**config.mk**
```make
export PLATFORM = sky130hd
export DESIGN_NAME = dot_scorer
export DESIGN_NICKNAME = d
export VERILOG_FILES = /design/src/rtl/pacman_pkg.sv /design/src/rtl/popcount32.sv /design/src/rtl/dot_scorer.sv
export SDC_FILE = /design/constraint.sdc
export NUM_CORES = 1
export LEC_CHECK = 0
export BUFFER_PORTS_ARGS = -buffer_cell sky130_fd_sc_hd__buf_2
export CORE_UTILIZATION = 50
export DETAILED_ROUTE_END_ITERATION = 7
export PLACE_DENSITY = 0.73
export SYNTH_ARGS = -nofsm -noshare
export SYNTH_HDL_FRONTEND = slang
export SYNTH_SLANG_ARGS = --single-unit
export TNS_END_PERCENT = 5
```
**constraint.sdc**
```tcl
create_clock -name Clk -period 8.9 [get_ports Clk]
set_clock_uncertainty 0.1 [all_clocks]
set_input_delay 0.89 -clock Clk [delete_from_list [all_inputs] [get_ports Clk]]
set_output_delay 0.89 -clock Clk [all_outputs]
set_load 0.01 [all_outputs]
```
**src/rtl/pacman_pkg.sv**
```systemverilog
// Shared types and widths for the dot-eating scoreboard.
package pacman_pkg;

  localparam int NUM_DOTS = 32;
  localparam int CNT_W    = 6;   // holds 0..NUM_DOTS
  localparam int SCORE_W  = 16;
  localparam int LEVEL_W  = 4;
  localparam int SUM_W    = 18;  // headroom so score addition never wraps before saturation

  localparam logic [LEVEL_W-1:0] MAX_LEVEL = 4'd15;

  typedef enum logic [1:0] {
    PLAY,
    HOLD,
    RESTART
  } state_e;

endpackage

```
**src/rtl/popcount32.sv**
```systemverilog
// Combinational population count of a 32-bit dot vector.
module popcount32
  import pacman_pkg::*;
(
  input  logic [NUM_DOTS-1:0] bits_i,
  output logic [CNT_W-1:0]    count_o
);

  // NOTE: combinational logic uses blocking '=' so the running sum updates in
  // loop order; clocked state elsewhere uses non-blocking '<='.
  always_comb begin
    count_o = '0;
    for (int i = 0; i < NUM_DOTS; i++) begin
      count_o = count_o + CNT_W'(bits_i[i]);
    end
  end

endmodule

```
**src/rtl/dot_scorer.sv**
```systemverilog
// Counts newly eaten dots, accumulates a saturating score, and sequences
// level clear -> hold -> restart of the dot array.
module dot_scorer
  import pacman_pkg::*;
#(
  parameter int POINTS_PER_DOT = 10,
  parameter int MAX_SCORE      = 9999,
  parameter int CLEAR_HOLD     = 120
) (
  input  logic                Clk,
  input  logic                Reset,
  input  logic [NUM_DOTS-1:0] eaten_mask,
  input  logic                frame_tick,
  output logic [SCORE_W-1:0]  score,
  output logic [CNT_W-1:0]    dots_eaten,
  output logic [LEVEL_W-1:0]  level,
  output logic                eat_pulse,
  output logic                level_clear,
  output logic                level_reset
);

  localparam int FC_W = (CLEAR_HOLD < 2) ? 1 : $clog2(CLEAR_HOLD);
  localparam logic [FC_W-1:0] FC_LAST = FC_W'(CLEAR_HOLD - 1);

  state_e              state_q, state_d;
  logic [NUM_DOTS-1:0] prev_mask_q, prev_mask_d;
  logic [SCORE_W-1:0]  score_q, score_d;
  logic [CNT_W-1:0]    dots_q, dots_d;
  logic [LEVEL_W-1:0]  level_q, level_d;
  logic [FC_W-1:0]     frame_q, frame_d;
  logic                eat_pulse_q, eat_pulse_d;
  logic                clear_q, clear_d;
  logic                restart_q, restart_d;

  logic [NUM_DOTS-1:0] new_eats;
  logic [CNT_W-1:0]    n_new;
  logic [CNT_W:0]      dots_sum;
  logic [SUM_W-1:0]    score_sum;
  logic [SCORE_W-1:0]  score_sat;

  // Only rising bits are eats; a dot reappearing (1->0) is ignored.
  assign new_eats = eaten_mask & ~prev_mask_q;

  popcount32 u_popcount (
    .bits_i  (new_eats),
    .count_o (n_new)
  );

  assign dots_sum  = {1'b0, dots_q} + {1'b0, n_new};
  assign score_sum = SUM_W'(score_q) + SUM_W'(n_new) * SUM_W'(POINTS_PER_DOT);
  assign score_sat = (score_sum > SUM_W'(MAX_SCORE)) ? SCORE_W'(MAX_SCORE)
                                                     : score_sum[SCORE_W-1:0];

  // NOTE: every next-state signal gets its hold value first so no path through
  // the case leaves one unassigned, which would infer a latch.
  always_comb begin
    state_d     = state_q;
    prev_mask_d = prev_mask_q;
    score_d     = score_q;
    dots_d      = dots_q;
    level_d     = level_q;
    frame_d     = frame_q;
    eat_pulse_d = 1'b0;

    case (state_q)
      PLAY: begin
        prev_mask_d = eaten_mask;
        if (n_new != '0) begin
          dots_d      = (dots_sum >= (CNT_W+1)'(NUM_DOTS)) ? CNT_W'(NUM_DOTS)
                                                           : dots_sum[CNT_W-1:0];
          score_d     = score_sat;
          eat_pulse_d = 1'b1;
          if (dots_sum >= (CNT_W+1)'(NUM_DOTS)) state_d = HOLD;
        end
      end
      HOLD: begin
        if (frame_tick) begin
          if (frame_q == FC_LAST) state_d = RESTART;
          else                    frame_d = frame_q + 1'b1;
        end
      end
      RESTART: begin
        state_d     = PLAY;
        dots_d      = '0;
        prev_mask_d = '0;
        frame_d     = '0;
        if (level_q != MAX_LEVEL) level_d = level_q + 1'b1;
      end
      default: state_d = PLAY;
    endcase
  end

  // Status flags track the state being entered so they are registered too.
  assign clear_d   = (state_d == HOLD);
  assign restart_d = (state_d == RESTART);

  always_ff @(posedge Clk) begin
    if (Reset) begin
      state_q     <= PLAY;
      prev_mask_q <= '0;
      score_q     <= '0;
      dots_q      <= '0;
      level_q     <= LEVEL_W'(1);
      frame_q     <= '0;
      eat_pulse_q <= 1'b0;
      clear_q     <= 1'b0;
      restart_q   <= 1'b0;
    end else begin
      state_q     <= state_d;
      prev_mask_q <= prev_mask_d;
      score_q     <= score_d;
      dots_q      <= dots_d;
      level_q     <= level_d;
      frame_q     <= frame_d;
      eat_pulse_q <= eat_pulse_d;
      clear_q     <= clear_d;
      restart_q   <= restart_d;
    end
  end

  assign score       = score_q;
  assign dots_eaten  = dots_q;
  assign level       = level_q;
  assign eat_pulse   = eat_pulse_q;
  assign level_clear = clear_q;
  assign level_reset = restart_q;

endmodule

```
==> reports/qor.txt <==
Outcome = finished clean
Initial antenna violation count = 0
Slew HR = 26.2%
Die Y = 100 um
Fin util = 61.8%
CTS H-tree lvls = 3
DR vias = 4111
WS Path Type = in2reg
DRT Pass-1 Iters = 4
Largest net degree at the start of global routing = 64
Mean Syn Cell Area = 8.87 um^2
Core Rows = 35
#FFs+latches synth = 70
DR WL/cell = 14.7 um
Synth top area share = 29.2%
Post-route insts no fill = 755
Post-detail-place hpwl = 8090 um
ANT cells = 0
Synth cell types = 60
Top post-synthesis cells by area = dfxtp_1 29%, fa_1 11%, ha_1 9.1%, a21oi_1 5.2%, nor3b_1 4.8%
Worst slew pin tran = 1.11 ns
WP data arrival = 8.77 ns
Fmax = 116 MHz
Vias in the first global route = 3863
Commonest non-fill, non-tap cells in the layout = 69 x dfxtp_1, 64 x buf_2, 60 x nor2_1
Post-Synthesis Cells = 541
Starting density of the core = 51.7%
Tmin final = 8.62 ns
Post-Syn Area = 4800 um^2
Slowest-stage cell, CP = fa_1
CTS tree = built
Share of cells above drive strength 1 = 23.8%
Final Cycle Share = 96.8%
Most common cell after layout, fill and taps aside = dfxtp_1
Data required, critical path = 9.05 ns
EDFF count, synth = 0
Hold slack = 0.378 ns
Sequential fraction of the synthesis area = 29.2%
Die X = 100 um
Crit-path max FO = 6
CTS Buffer Depth = 2
Die area = 10000 um^2
Synth area leader = dfxtp_1
Port-buffer cells = 63
Placer Congestion = 0.871
Global-route wire length before repair = 18000 um
Total GRT Usage = 22.9%
CTS Root Buffer Type = clkbuf_8
Ys async rst share = 0%
CTS Hold Buffers Added = 0
Clk slew on worst S/H paths = 0.08 ns
Slew Viols, Final = 0
Clock Latency Late Sink = 0.36 ns
Post-route ant nets = 0
Placed Cells incl. Taps = 734
Crit start category = input port
Remaining DRCs = 0
Avg Vias per Cell = 5.45
Setup crit end kind = register
I/O pin count = 64
Synth warnings = 0
Worst Hold Class = reg2reg
Predominant post-synthesis flop cell = dfxtp_1
Final setup vio count = 0
Final WL = 11100 um
Max cap viols = 0
Nets = 718
Clk sinks = 70
Crit path top cell by count = fa_1
Core Footprint = 9280 um^2
GR Overflow Total = 0
Final Hold Fails = 0
TritonCTS buffer count = 9
CP peak stage delay = 0.55 ns
Initial DRC count = 86
Mapped Nets = 638
Area growth, synth to finish = 19.5%
[per-layer routing]
metal	share of wire, %	track usage [%]	vias to the layer above
met5	0	0	-
met4	2.4	7.58	0
met3	3.2	5.08	20
met2	48	37.8	68
met1	47	29.7	1959
li1	-	-	2064
[stage by stage]
step	TNS [ns]	setup WS [ns]	cell area (um^2)
4_1_cts	0	0.169	5580
2_1_floorplan	0	0.0145	4830
3_5_place_dp	-2.34	-0.200	5390
5_1_grt	-0.206	-0.0439	5740
6_report	0	0.281	5740
3_3_place_gp	-1.06	-0.104	5390
[final timing paths]
check | slack, ns | depth (start not counted) | to | from
max reg2reg | 0.60 | 31 | score[10]$_SDFFE_PP0P_ | prev_mask_q[1]$_SDFFE_PP0P_
min | 0.38 | 1 | score[0]$_SDFFE_PP0P_ | score[0]$_SDFFE_PP0P_
min reg2reg | 0.38 | 1 | score[0]$_SDFFE_PP0P_ | score[0]$_SDFFE_PP0P_
max | 0.28 | 32 | score[10]$_SDFFE_PP0P_ | eaten_mask[0]
[final cells by class]
| type | count | area [um^2] |
|---|---|---|
| clock buffer | 10 | 138 |
| clock inverter | 6 | 46.3 |
| fill | 814 | 3540 |
| inverter | 31 | 116 |
| multi-input combinational | 410 | 3280 |
| sequential | 70 | 1400 |
| tap | 129 | 161 |
| timing repair buffer | 99 | 591 |
[synthesized netlist by cell type, drive strengths merged (10+ instances only)]
| library cell | number |
|---|---|
| dfxtp | 70 |
| nor2 | 60 |
| a21oi | 51 |
| ha | 35 |
| inv | 31 |
| nor3b | 31 |
| fa | 27 |
| clkbuf | 24 |
| nand2 | 23 |
| nor2b | 20 |
| nand2b | 19 |
| nand3 | 19 |
| a211oi | 10 |
| xnor2 | 10 |
[cells by family (layout without fill, tap and decap cells)]
group           Yosys count  in the layout  synth area share, %
mux                       3              3                0.626
buf+inv                  61            146                 5.39
xor+xnor                 16             16                 2.92
simple gates            201            201                 22.9
flops                    70             70                 29.2
compound gates          128            128                 18.6
fa+ha+maj                62             62                 20.4
[registers in the layout, summed over array words and instances (netlist names)]
register and cells:
level 4, level_clear 1, score 16, level_reset 1, frame_q 7, dots_eaten 6
prev_mask_q 32, eat_pulse 1, state_q 2
[critical path: cells and delay by family]
kind                       cells  cell delay [ns]
adders and majority gates     12             4.92
and+or+nand+nor                4             0.72
xor gates and xnor gates       1             0.19
AOI/OAI and AO/OA              9             1.46
buffers and inverters          5             0.45
muxes                          1             0.14
[what timing repair did]
item | 4_1_cts | 5_1_grt
setup buffers | 0 | 4
setup endpoints to repair | 0 | 15
gates resized for setup | 0 | 22
Power is not shown: default switching activity piles up to over one toggle a cycle in this logic, so the estimate is an artifact.
